File: src/rtl/ask_pkg.sv
// Shared types and constants for the ASK transmit controller and its tick generator.
package ask_pkg;
  typedef enum logic [1:0] {
    IDLE  = 2'd0,
    START = 2'd1,
    DATA  = 2'd2,
    GUARD = 2'd3
  } state_t;

  localparam int PHASE_W         = 6;
  localparam int SAMPLES_PER_BIT = 64;
  localparam int BIT_CNT_W       = 5;
  localparam int DIV_W           = 8;
endpackage

File: src/rtl/ask_tick_gen.sv
// Carrier sample divider and phase counter; wrap marks the last tick of a bit period.
module ask_tick_gen
  import ask_pkg::*;
#(
  parameter int DIV = 1
) (
  input  logic               clk,
  input  logic               rst_n,
  input  logic               clear,
  input  logic               run,
  output logic [PHASE_W-1:0] phase,
  output logic               wrap
);
  localparam logic [DIV_W-1:0]   DIV_LAST   = DIV_W'(DIV - 1);
  localparam logic [PHASE_W-1:0] PHASE_LAST = PHASE_W'(SAMPLES_PER_BIT - 1);

  logic [DIV_W-1:0] div_cnt;
  logic             tick;

  // With DIV=1 the divider never leaves zero, so tick follows run.
  assign tick = run && (div_cnt == DIV_LAST);
  assign wrap = tick && (phase == PHASE_LAST);

  always_ff @(posedge clk or negedge rst_n) begin
    if (!rst_n) begin
      div_cnt <= '0;
      phase   <= '0;
    end else if (clear) begin
      div_cnt <= '0;
      phase   <= '0;
    end else if (run) begin
      if (tick) begin
        div_cnt <= '0;
        phase   <= phase + 1'b1;
      end else begin
        div_cnt <= div_cnt + 1'b1;
      end
    end
  end
endmodule

File: src/rtl/ask_tx_ctrl.sv
// ASK frame transmitter: start bit, NBITS payload bits MSB first, guard period.
module ask_tx_ctrl
  import ask_pkg::*;
#(
  parameter int DIV   = 1,
  parameter int NBITS = 8
) (
  input  logic               clk,
  input  logic               rst_n,
  input  logic               s_valid,
  input  logic [NBITS-1:0]   s_data,
  output logic               s_ready,
  input  logic               abort,
  output logic               din,
  output logic [PHASE_W-1:0] phase,
  output logic               busy,
  output logic               done
);
  localparam logic [BIT_CNT_W-1:0] LAST_BIT = BIT_CNT_W'(NBITS - 1);

  state_t               state_reg, state_next;
  logic [NBITS-1:0]     shift_reg, shift_next;
  logic [NBITS-1:0]     shifted;
  logic [BIT_CNT_W-1:0] bit_cnt_reg, bit_cnt_next;
  logic                 din_reg, din_next;
  logic                 wrap, transfer, abort_run, run, tick_clear;

  assign run        = (state_reg != IDLE);
  assign abort_run  = abort && run;
  assign tick_clear = abort_run || !run;
  assign transfer   = s_valid && s_ready;
  assign shifted    = shift_reg << 1;
  assign din        = din_reg;

  ask_tick_gen #(.DIV(DIV)) u_tick_gen (
    .clk   (clk),
    .rst_n (rst_n),
    .clear (tick_clear),
    .run   (run),
    .phase (phase),
    .wrap  (wrap)
  );

  always_ff @(posedge clk or negedge rst_n) begin
    if (!rst_n) begin
      state_reg   <= IDLE;
      shift_reg   <= '0;
      bit_cnt_reg <= '0;
      din_reg     <= 1'b0;
    end else begin
      state_reg   <= state_next;
      shift_reg   <= shift_next;
      bit_cnt_reg <= bit_cnt_next;
      din_reg     <= din_next;
    end
  end

  always_comb begin
    state_next   = state_reg;
    shift_next   = shift_reg;
    bit_cnt_next = bit_cnt_reg;
    din_next     = din_reg;
    if (abort_run) begin
      state_next = IDLE;
      din_next   = 1'b0;
    end else begin
      case (state_reg)
        IDLE: begin
          if (transfer) begin
            state_next   = START;
            shift_next   = s_data;
            bit_cnt_next = '0;
            din_next     = 1'b1;
          end
        end
        START: begin
          if (wrap) begin
            state_next   = DATA;
            bit_cnt_next = '0;
            din_next     = shift_reg[NBITS-1];
          end
        end
        DATA: begin
          if (wrap) begin
            if (bit_cnt_reg == LAST_BIT) begin
              state_next = GUARD;
              din_next   = 1'b0;
            end else begin
              shift_next   = shifted;
              bit_cnt_next = bit_cnt_reg + 1'b1;
              din_next     = shifted[NBITS-1];
            end
          end
        end
        GUARD: begin
          // A word accepted on the final guard tick chains straight into START.
          if (wrap) begin
            if (transfer) begin
              state_next   = START;
              shift_next   = s_data;
              bit_cnt_next = '0;
              din_next     = 1'b1;
            end else begin
              state_next = IDLE;
              din_next   = 1'b0;
            end
          end
        end
        default: begin
          state_next = IDLE;
          din_next   = 1'b0;
        end
      endcase
    end
  end

  always_comb begin
    s_ready = (state_reg == IDLE) || ((state_reg == GUARD) && wrap);
    busy    = (state_reg != IDLE);
    done    = (state_reg == GUARD) && wrap && !abort;
  end
endmodule

File: config.mk
export PLATFORM = sky130hd
export DESIGN_NAME = ask_tx_ctrl
export DESIGN_NICKNAME = d
export VERILOG_FILES = /design/src/rtl/ask_pkg.sv /design/src/rtl/ask_tick_gen.sv /design/src/rtl/ask_tx_ctrl.sv
export SDC_FILE = /design/constraint.sdc
export NUM_CORES = 1
export LEC_CHECK = 0
export ABC_AREA = 1
export ABC_CLOCK_PERIOD_IN_PS = 5200
export CORE_UTILIZATION = 59
export CTS_CLUSTER_SIZE = 8
export DETAILED_ROUTE_END_ITERATION = 10
export GPL_TIMING_DRIVEN = 0
export PLACE_DENSITY = 0.84
export SLEW_MARGIN = 20
export SYNTH_ARGS = -nofsm -noshare
export SYNTH_HDL_FRONTEND = slang
export SYNTH_SLANG_ARGS = --single-unit
File: constraint.sdc
create_clock -name clk -period 5.2 [get_ports clk]
set_input_delay 1.04 -clock clk [delete_from_list [all_inputs] [get_ports clk]]
set_output_delay 1.04 -clock clk [all_outputs]
set_load 0.01 [all_outputs]
==> results.md, run 1 <==
- Setup violations remaining at the end of the flow were counted as 0.
- Data arrives at the worst endpoint at 2.26 ns.
- After detailed routing, the number of remaining DRC violations is 6.
- The top layer used by detailed routing is met4.
- The beginning of the worst hold path is shift_reg[4].
- The end point of the worst hold path is shift_reg[4].
- The global-route congestion overflow total is 0.
- In this run the clock root is driven by a clkbuf_4.
- The reg-to-reg critical path startpoint is state_reg[0].
- The number of global-route vias before repair is 1433.
- The starting DRC count in detailed routing is about 80.
- The total iterations of the first detailed-routing run is 7.
- The area of the mapped netlist is 0.001797 mm2.
- The number of hold-slack violations in the final timing report is 0.
- For this block, wires on met1 add up to 1724 um.
- The area share of the largest cell type after synthesis is 0.4178.
- The setup fix buffers added after clock tree synthesis is 0.
- After clock tree synthesis, the flow added hold-fix buffers numbering 0.
- The detail route stage leaves a number of antenna-violating nets equal to 0.
- The final reports fail on design-rule violations.
- The final number of max-transition violations is 0.
- The row count is 19.
- The worst setup path is launched from a flip-flop.
- The worst relative slew slack is 0.5643.
- The peak supply drop is between 300 and 400 uV.
- The starting utilization of the core area is 0.6351.
- Across all setup checks in the final design, the least slack found is 1.900 ns.
- Setup repair after global routing left no endpoint under its margin.
- Power spread over the standard cell area amounts to 465.5 mW/mm2.
- The number of standard cells after synthesis is 240.
- The routed design uses 1455 um of met2 wire.
- Before CTS, the worst setup slack after placement is 2.002 ns.
- The depth of the worst register-to-register path is 10.
- The largest buffer count on any clock path is 2.
- In this run the number of H-tree levels came out at 2.
- Of the synthesized area, sequential elements account for 0.4178.
- The tool flagged a number of max-cap violations equal to 0.
- The cell depth of the worst min-delay path is 2.
- In this run the horizontal extent of the chip is 57.19 um.
- Hold timing on the final database bottoms out at a slack of 0.4789 ns.
- The vertical extent of the die is around 57 um.
- The global-route wire length before repair is 6113 um.
- The clock buffer count from CTS is 5.
- The run finished, with violations left.
- The clock tree from TritonCTS is built.
- The routed layout has roughly 1600 vias.
- The initial antenna violation count is 0.
- The aggregate global-route resource usage is 0.2458.
- The layout net count is between 200 and 300.
- Along the worst path, the maximum fanout reaches 5.
- In this run, synthesis produced a sequential element count of 30.
- The synthesized area divided by synthesized cell count is around 7.5 um2.
- Derived from the worst setup path, the maximum achievable clock frequency is 0.3030 GHz.
- The via density per instance is 5.357.
- For the worst-skew pair, the clock arrives at the later sink with an insertion delay of 0.33 ns.
- The worst register-to-register path ends at u_tick_gen.phase[5].
- After detailed routing, the total wire length is 3419 um.
- The routability congestion estimate is 0.8127.
- Sorting the synthesized cells by area gives the leading types as dfrtp_1 42%, nand2_1 18%, nand3_1 7.8%.
- Of the cells placed in the final design, the portion with a size suffix greater than 1 is 0.1004.
- The critical setup path kind is flip-flop to primary output.
- The static leakage power is 0.001108 uW.
- The routed wire length on met3 is roughly 170 um.
- Buffers placed on the I/O ports in this run total 21.
- The register-to-register path setup slack is approximately 3.1 ns.
- In this run the count of I/O pins placed on the die edge is 22.
- The total die area is 0.003270 mm2.
- The final critical-path share of the clock period is 0.6347.
- The core region is 0.002829 mm2.
- The post-DP HPWL is 2398 um.
- Dividing the detail-routed wire length by the instance count gives 11.40 um.
- At the worst endpoint, the required time is 4.16 ns.
- The shortest clock period the worst path allows after layout is 3.300 ns.
- The worst setup path is captured at a primary output.
- The completed layout was analyzed and its total power is between 900 and 1000 uW.
- The count of cells resized by post-cts repair is 0.
- After clock tree synthesis, the clock-pin slew on the worst setup and hold paths is about 0.10 ns.
- The library cell with the largest summed area after synthesis is dfrtp_1.
- Entering global routing, the biggest net connects 31 pins.
- The transition at the pin with the smallest max-transition slack is 0.6536 ns.
- The post-synth net total is between 200 and 300.
- The total number of clock tree sinks is 30.
- The worst hold path belongs to the class flip-flop to flip-flop.
- During synthesis, Yosys emitted a total of 0 warnings.
- The final-layout setup total negative slack is 0 ns.
- The area growth from synthesis to final layout is 17.97%.
- The number of diodes is 0.
- Measured on the finished design, the core utilization comes to 0.7492.
- The worst setup skew after layout is between 0.006 and 0.007 ns.
- The synthesized netlist contains 24 unique library cells.
-- routing by layer --
layer / vias to the layer above / global-route usage
li1: 827 / -
met1: 715 / 0.3397
met2: 56 / 0.3714
met3: 9 / 0.06576
met4: 0 / 0.09408
met5: - / 0
-- area by class of cell --
| type | instances | area, um2 |
|---|---|---|
| tap | 31 | 38.79 |
| clock buffer | 8 | 78.83 |
| buffer | 3 | 18.77 |
| timing repair buffer | 21 | 205.2 |
| inverter | 21 | 78.83 |
| multi-input combinational | 186 | 948.4 |
| fill | 219 | 709.4 |
| sequential | 30 | 750.7 |
-- worst max-delay path, cell delays in order, from the launching register on --
cell and delay [ns]:
dfrtp_1 0.44, inv_1 0.12, ha_1 0.24, nor2_1 0.09
nand2_1 0.07, nor2_2 0.16, nand3_1 0.14, nor2_1 0.11
clkdlybuf4s50_1 0.54
-- kinds of logic (layout without fill, tap and decap cells) --
family / Yosys count / after routing / synth area share
buffers and inverters: 24 / 53 / 0.05432
adder cells (fa/ha/maj): 9 / 9 / 0.06268
flip-flops: 30 / 30 / 0.4178
AO/OA/AOI/OAI: 18 / 18 / 0.05432
XOR/XNOR: 2 / 2 / 0.009751
AND/OR/NAND/NOR: 157 / 157 / 0.4011
-- per-stage QoR --
| stage | area, um2 | cells |
|---|---|---|
| 6_report | 2120 | 300 |
| 3_3_place_gp | 2046 | 292 |
| 3_5_place_dp | 2041 | 292 |
| 4_1_cts | 2120 | 300 |
| 5_1_grt | 2120 | 300 |
| 2_1_floorplan | 1797 | 240 |
-- worst max path at each step --
stage / from / end / slack (ns) / cells past startpoint
final: state_reg[0] / done / 1.90 / 8
after global routing: state_reg[0] / done / 1.73 / 8
after CTS: state_reg[0] / s_ready / 1.89 / 8
after detailed placement: abort / done / 2.00 / 3
after global placement: abort / done / 2.03 / 3
after floorplan: state_reg[0] / done / 2.91 / 7
-- cells in the final DEF (no fill, tap or decap) --
master           instances
nand2_1                 84
dfrtp_1                 30
nand3_1                 28
inv_1                   20
nor2_1                  20
clkdlybuf4s50_1         20
a21oi_1                  9
ha_1                     9
o21ai_0                  6
nand2_2                  5
clkbuf_4                 5
nand4_1                  4
nand2_4                  4
nor2_2                   3
nor3_1                   3
clkbuf_8                 3
xor2_1                   2
clkbuf_1                 2
nand3b_1                 2
or2_2                    2
nor3b_1                  1
buf_6                    1
a21oi_2                  1
inv_2                    1
nor2_8                   1
a31oi_1                  1
o21a_1                   1
buf_2                    1
-- power breakdown --
group          leakage [uW]  internal [uW]  total (uW)  switching [uW]
clock             0.0000446           92.3         174            81.4
combinational      0.000660            178         488             309
sequential         0.000403            285         325            40.0
-- Yosys cell counts --
cell type,instances
nand2_2,5
nand2_4,4
nand2_1,84
xor2_1,2
nand3b_1,2
or2_2,2
nor3_1,3
nor3b_1,1
nand3_1,28
nand4_1,4
inv_1,20
nor2_1,20
inv_2,1
o21a_1,1
a21oi_2,1
a21oi_1,9
nor2_2,3
a31oi_1,1
dfrtp_1,30
ha_1,9
clkbuf_1,2
buf_6,1
nor2_8,1
o21ai_0,6
No activity file was read; power rests on OpenSTA's default activity.
==> inputs of run 2 (changes only) <==
Settings changed: ABC_CLOCK_PERIOD_IN_PS 5200 to 2850, CORE_UTILIZATION 59 to 50, PLACE_DENSITY 0.84 to 0.76.
Clock period 5.2 ns to 2.85 ns, I/O delays scaled along.
==> run 2 against run 1 <==
  * The flow now finishes without violations
  * Via count shrank 1.7%
  * Sequential power grew 79%
  * Global-route usage shrank 3.5 points
  * Die area grew 17%
  * Combinational power grew 89%
  * Critical path type unchanged
  * Non-clock buffer count grew 2
  * First-iteration DRC count grew 55%
  * Flip-flop and latch count is the same
  * Register-to-register slack lost 2.3 ns
  * Routed wire length grew 2.3%
  * Design area grew 0.59%
  * Largest cell class unchanged
  * Clock skew grew 0.0041 ns
  * Largest power group unchanged
==> results.md, run 2 (synthesis gave the netlist of run 1 again) <==
- The total iterations of the first detailed-routing run is 4 (-3).
- The total number of vias came to 1579 (-1.7%).
- The row count is 21 (+2).
- In this run the clock root is driven by a clkbuf_4.
- TritonCTS built the clock tree.
- The critical path depth is 8 (unchanged).
- The sum of routed wire length over all layers is 3496 um (+2.3%).
- The register-to-register path setup slack is 0.85 ns (-2.27 ns).
- The signal on the critical path passes through inv_1, ha_1, nor2_1, nand2_1, nor2_2, nand3_2, nand2_2, dlymetal6s2s_1.
- The largest fanout of any net on the critical path is 4 (-1).
- The number of remaining DRC errors is 0 (-6).
- The peak clock frequency supported by timing is roughly 0.42 GHz.
- The final number of setup-violating endpoints is 0 (unchanged).
- The total power was 1742 uW (+77%).
- The global-route congestion overflow total is 0 (unchanged).
- Among all stages on the critical path, the largest delay is contributed by dfrtp_1.
- The final-layout setup total negative slack came to 0 ns (unchanged).
- The initial antenna violation count came to 0 (unchanged).
- The static leakage power came to 0.001132 uW (+2.1%).
- The routability congestion estimate was 0.8132 (about the same).
- The peak supply drop is 553.3 uV (+73%).
- The category of the worst setup path launch point is a flip-flop.
- The worst setup path is of the flip-flop to primary output kind.
- Setup repair after global routing left no endpoint under its margin.
- The final standard cell count with taps included and fillers excluded is 316 (+5.3%).
- The largest buffer count on any clock path is 2 (unchanged).
- The layout net count is 291 (+0.69%).
- The post-DP HPWL is 2511 um (+4.7%).
- The number of placed instances, taps included is 307 (+5.1%).
- The final critical-path share of the clock period is 0.8370.
- The boundary pin count is 22 (unchanged).
- The aggregate global-route resource usage is 0.2103 (-0.03544).
- In this run the worst setup path terminates at s_ready.
- The reg-to-reg critical path startpoint is state_reg[0].
- The min-delay analysis places its worst path in the category input port to async pin.
- The number of hold-slack violations in the final timing report is 0 (unchanged).
- The most common library cell in the layout ignoring fill and taps is nand2_1.
- The largest stage delay on the critical path is 0.38 ns (-0.16 ns).
- The run finished with clean final reports.
- The power density relative to cell area was 817.0 mW/mm2 (+76%).
- The endpoint identified for the worst register-to-register timing path is shift_reg[1].
- The total number of clock tree sinks is 30 (unchanged).
- The worst relative slew slack was 0.5600 (-0.004311).
- The count of maximum capacitance violations came to 0 (unchanged).
- The worst setup skew after layout is 0.01020 ns (+0.004148 ns).
- The global-route wire length before repair was 5816 um (-4.9%).
- The data required time of the worst path is 2.28 ns (-1.88 ns).
- The total of fill cells in the finished design is 317 (+45%).
- The capturing element type of the critical path is a primary output.
- The remaining antenna violation count after routing was 0 (unchanged).
- The vertical extent of the die is 61.95 um (+8.3%).
- The number of buffers added to fix hold violations after cts is 0 (unchanged).
- The number of port buffers came to 21 (unchanged).
- The final number of max-transition violations came to 0 (unchanged).
- The total die area is 0.003837 mm2 (+17%).
- The kind of cell with the highest combined delay on the critical path is simple AND/OR/NAND/NOR gates.
- The transition at the pin with the smallest max-transition slack is 0.6600 ns (+0.006466 ns).
- The share of cells above drive strength 1 is 0.1074 (+0.007036).
- The maximum number of pins on one net before global-route repair came to 31 (unchanged).
- The placeable core region is 0.003390 mm2 (+20%).
- The CTS H-tree depth is 2 (unchanged).
- The average detailed-routed wire length per instance is 11.06 um (-2.9%).
- The die width is 61.95 um (+8.3%).
- The latest clock arrival within the worst-skew pair is 0.33 ns (about the same).
- The worst setup path startpoint is state_reg[0].
- The clock buffer count from CTS is 5 (unchanged).
- The depth of the worst register-to-register path came to 13 (+3).
- Compared with the post-synthesis result, the final layout area differs by 18.66%.
- The number of diodes is 0 (unchanged).
- The top cell types in the final layout, fill and taps aside, are 84 x nand2_1, 30 x dfrtp_1, 27 x nand3_1, 20 x inv_1, 20 x nor2_1.
- The number of buffers and inverters on the critical path is 2 (unchanged).
- Subtracting the final worst setup slack from the clock period gives roughly 2.4 ns.
- The worst endpoint data arrival time is 1.82 ns (-0.44 ns).
- The via density per instance is 4.997 (-6.7%).
- The starting utilization of the core area is 0.5301 (-0.1050).
- The worst hold slack across all endpoints is 0.2580 ns (-0.2209 ns).
- The number of global-route vias before repair is 1337 (-6.7%).
- The clock transition at the registers of the reported paths is 0.10 ns (about the same).
- The starting DRC count in detailed routing is 121 (+55%).
run 2: changes by cell type in the layout (fill, tap and decap cells not counted):
cell,delta
nand3_2,+1
clkbuf_8,-3
clkdlybuf4s50_1,-2
buf_4,+2
dlymetal6s2s_1,+2
clkinv_2,+2
nand3_1,-1
run 2: worst min-delay path by stage:
stage / endpoint / slack, ns
4_1_cts: u_tick_gen.div_cnt[1] / 0.27
5_1_grt: u_tick_gen.div_cnt[2] / 0.31
3_5_place_dp: shift_reg[4] / 0.46
6_report: u_tick_gen.div_cnt[2] / 0.26
2_1_floorplan: bit_cnt_reg[0] / 0.27
3_3_place_gp: shift_reg[5] / 0.46
run 2: power breakdown:
group / leakage (uW) / switching (uW) / internal, uW
clock network: 0.0000308 / 148 / 88.5
registers: 0.000403 / 62.5 / 520
logic: 0.000698 / 585 / 338
run 2: what timing repair did:
item                       in CTS  in global routing
setup endpoints to repair       2                  2
buffers inserted                2                  0
gates resized for setup         0                  3
run 2: per-layer routing:
metal,GRT usage,vias up,routed length [um]
met5,0,-,0
met1,0.2943,718,1754
met2,0.3176,31,1566
met3,0.04348,7,121
li1,-,823,-
met4,0.08571,0,53
run 2: cell type report:
class | instances | area [um2] | area share
inverters | 21 | 78.83 | 0.03697
multi-input cells | 186 | 953.4 | 0.4472
clock buffers | 5 | 37.54 | 0.01761
flip-flops and latches | 30 | 750.7 | 0.3521
well taps | 46 | 57.56 | 0.02700
repair buffers | 23 | 225.2 | 0.1056
plain buffers | 3 | 18.77 | 0.008803
clock inverters | 2 | 10.01 | 0.004695
run 2: through the flow:
| step | worst slack (ns) | instance area (um2) | util |
|---|---|---|---|
| 3_3_place_gp | 0.4208 | 2064 | 0.6091 |
| 3_5_place_dp | 0.3296 | 2059 | 0.6076 |
| 4_1_cts | 0.02779 | 2122 | 0.6261 |
| 2_1_floorplan | 1.032 | 1797 | - |
| 5_1_grt | 0.3229 | 2132 | 0.6290 |
| 6_report | 0.4645 | 2132 | 0.6290 |
run 2: worst register-to-register path, stage by stage, from the launching register on:
cell     delay [ns]
dfrtp_1        0.38
inv_1          0.09
ha_1           0.23
nor2_1         0.11
nand2_1        0.10
nor2_2         0.18
buf_6          0.17
nand2_4        0.07
nand2_2        0.08
nand2_4        0.06
nor2_8         0.19
nand2_4        0.11
nand2_1        0.08
nand2_1        0.05
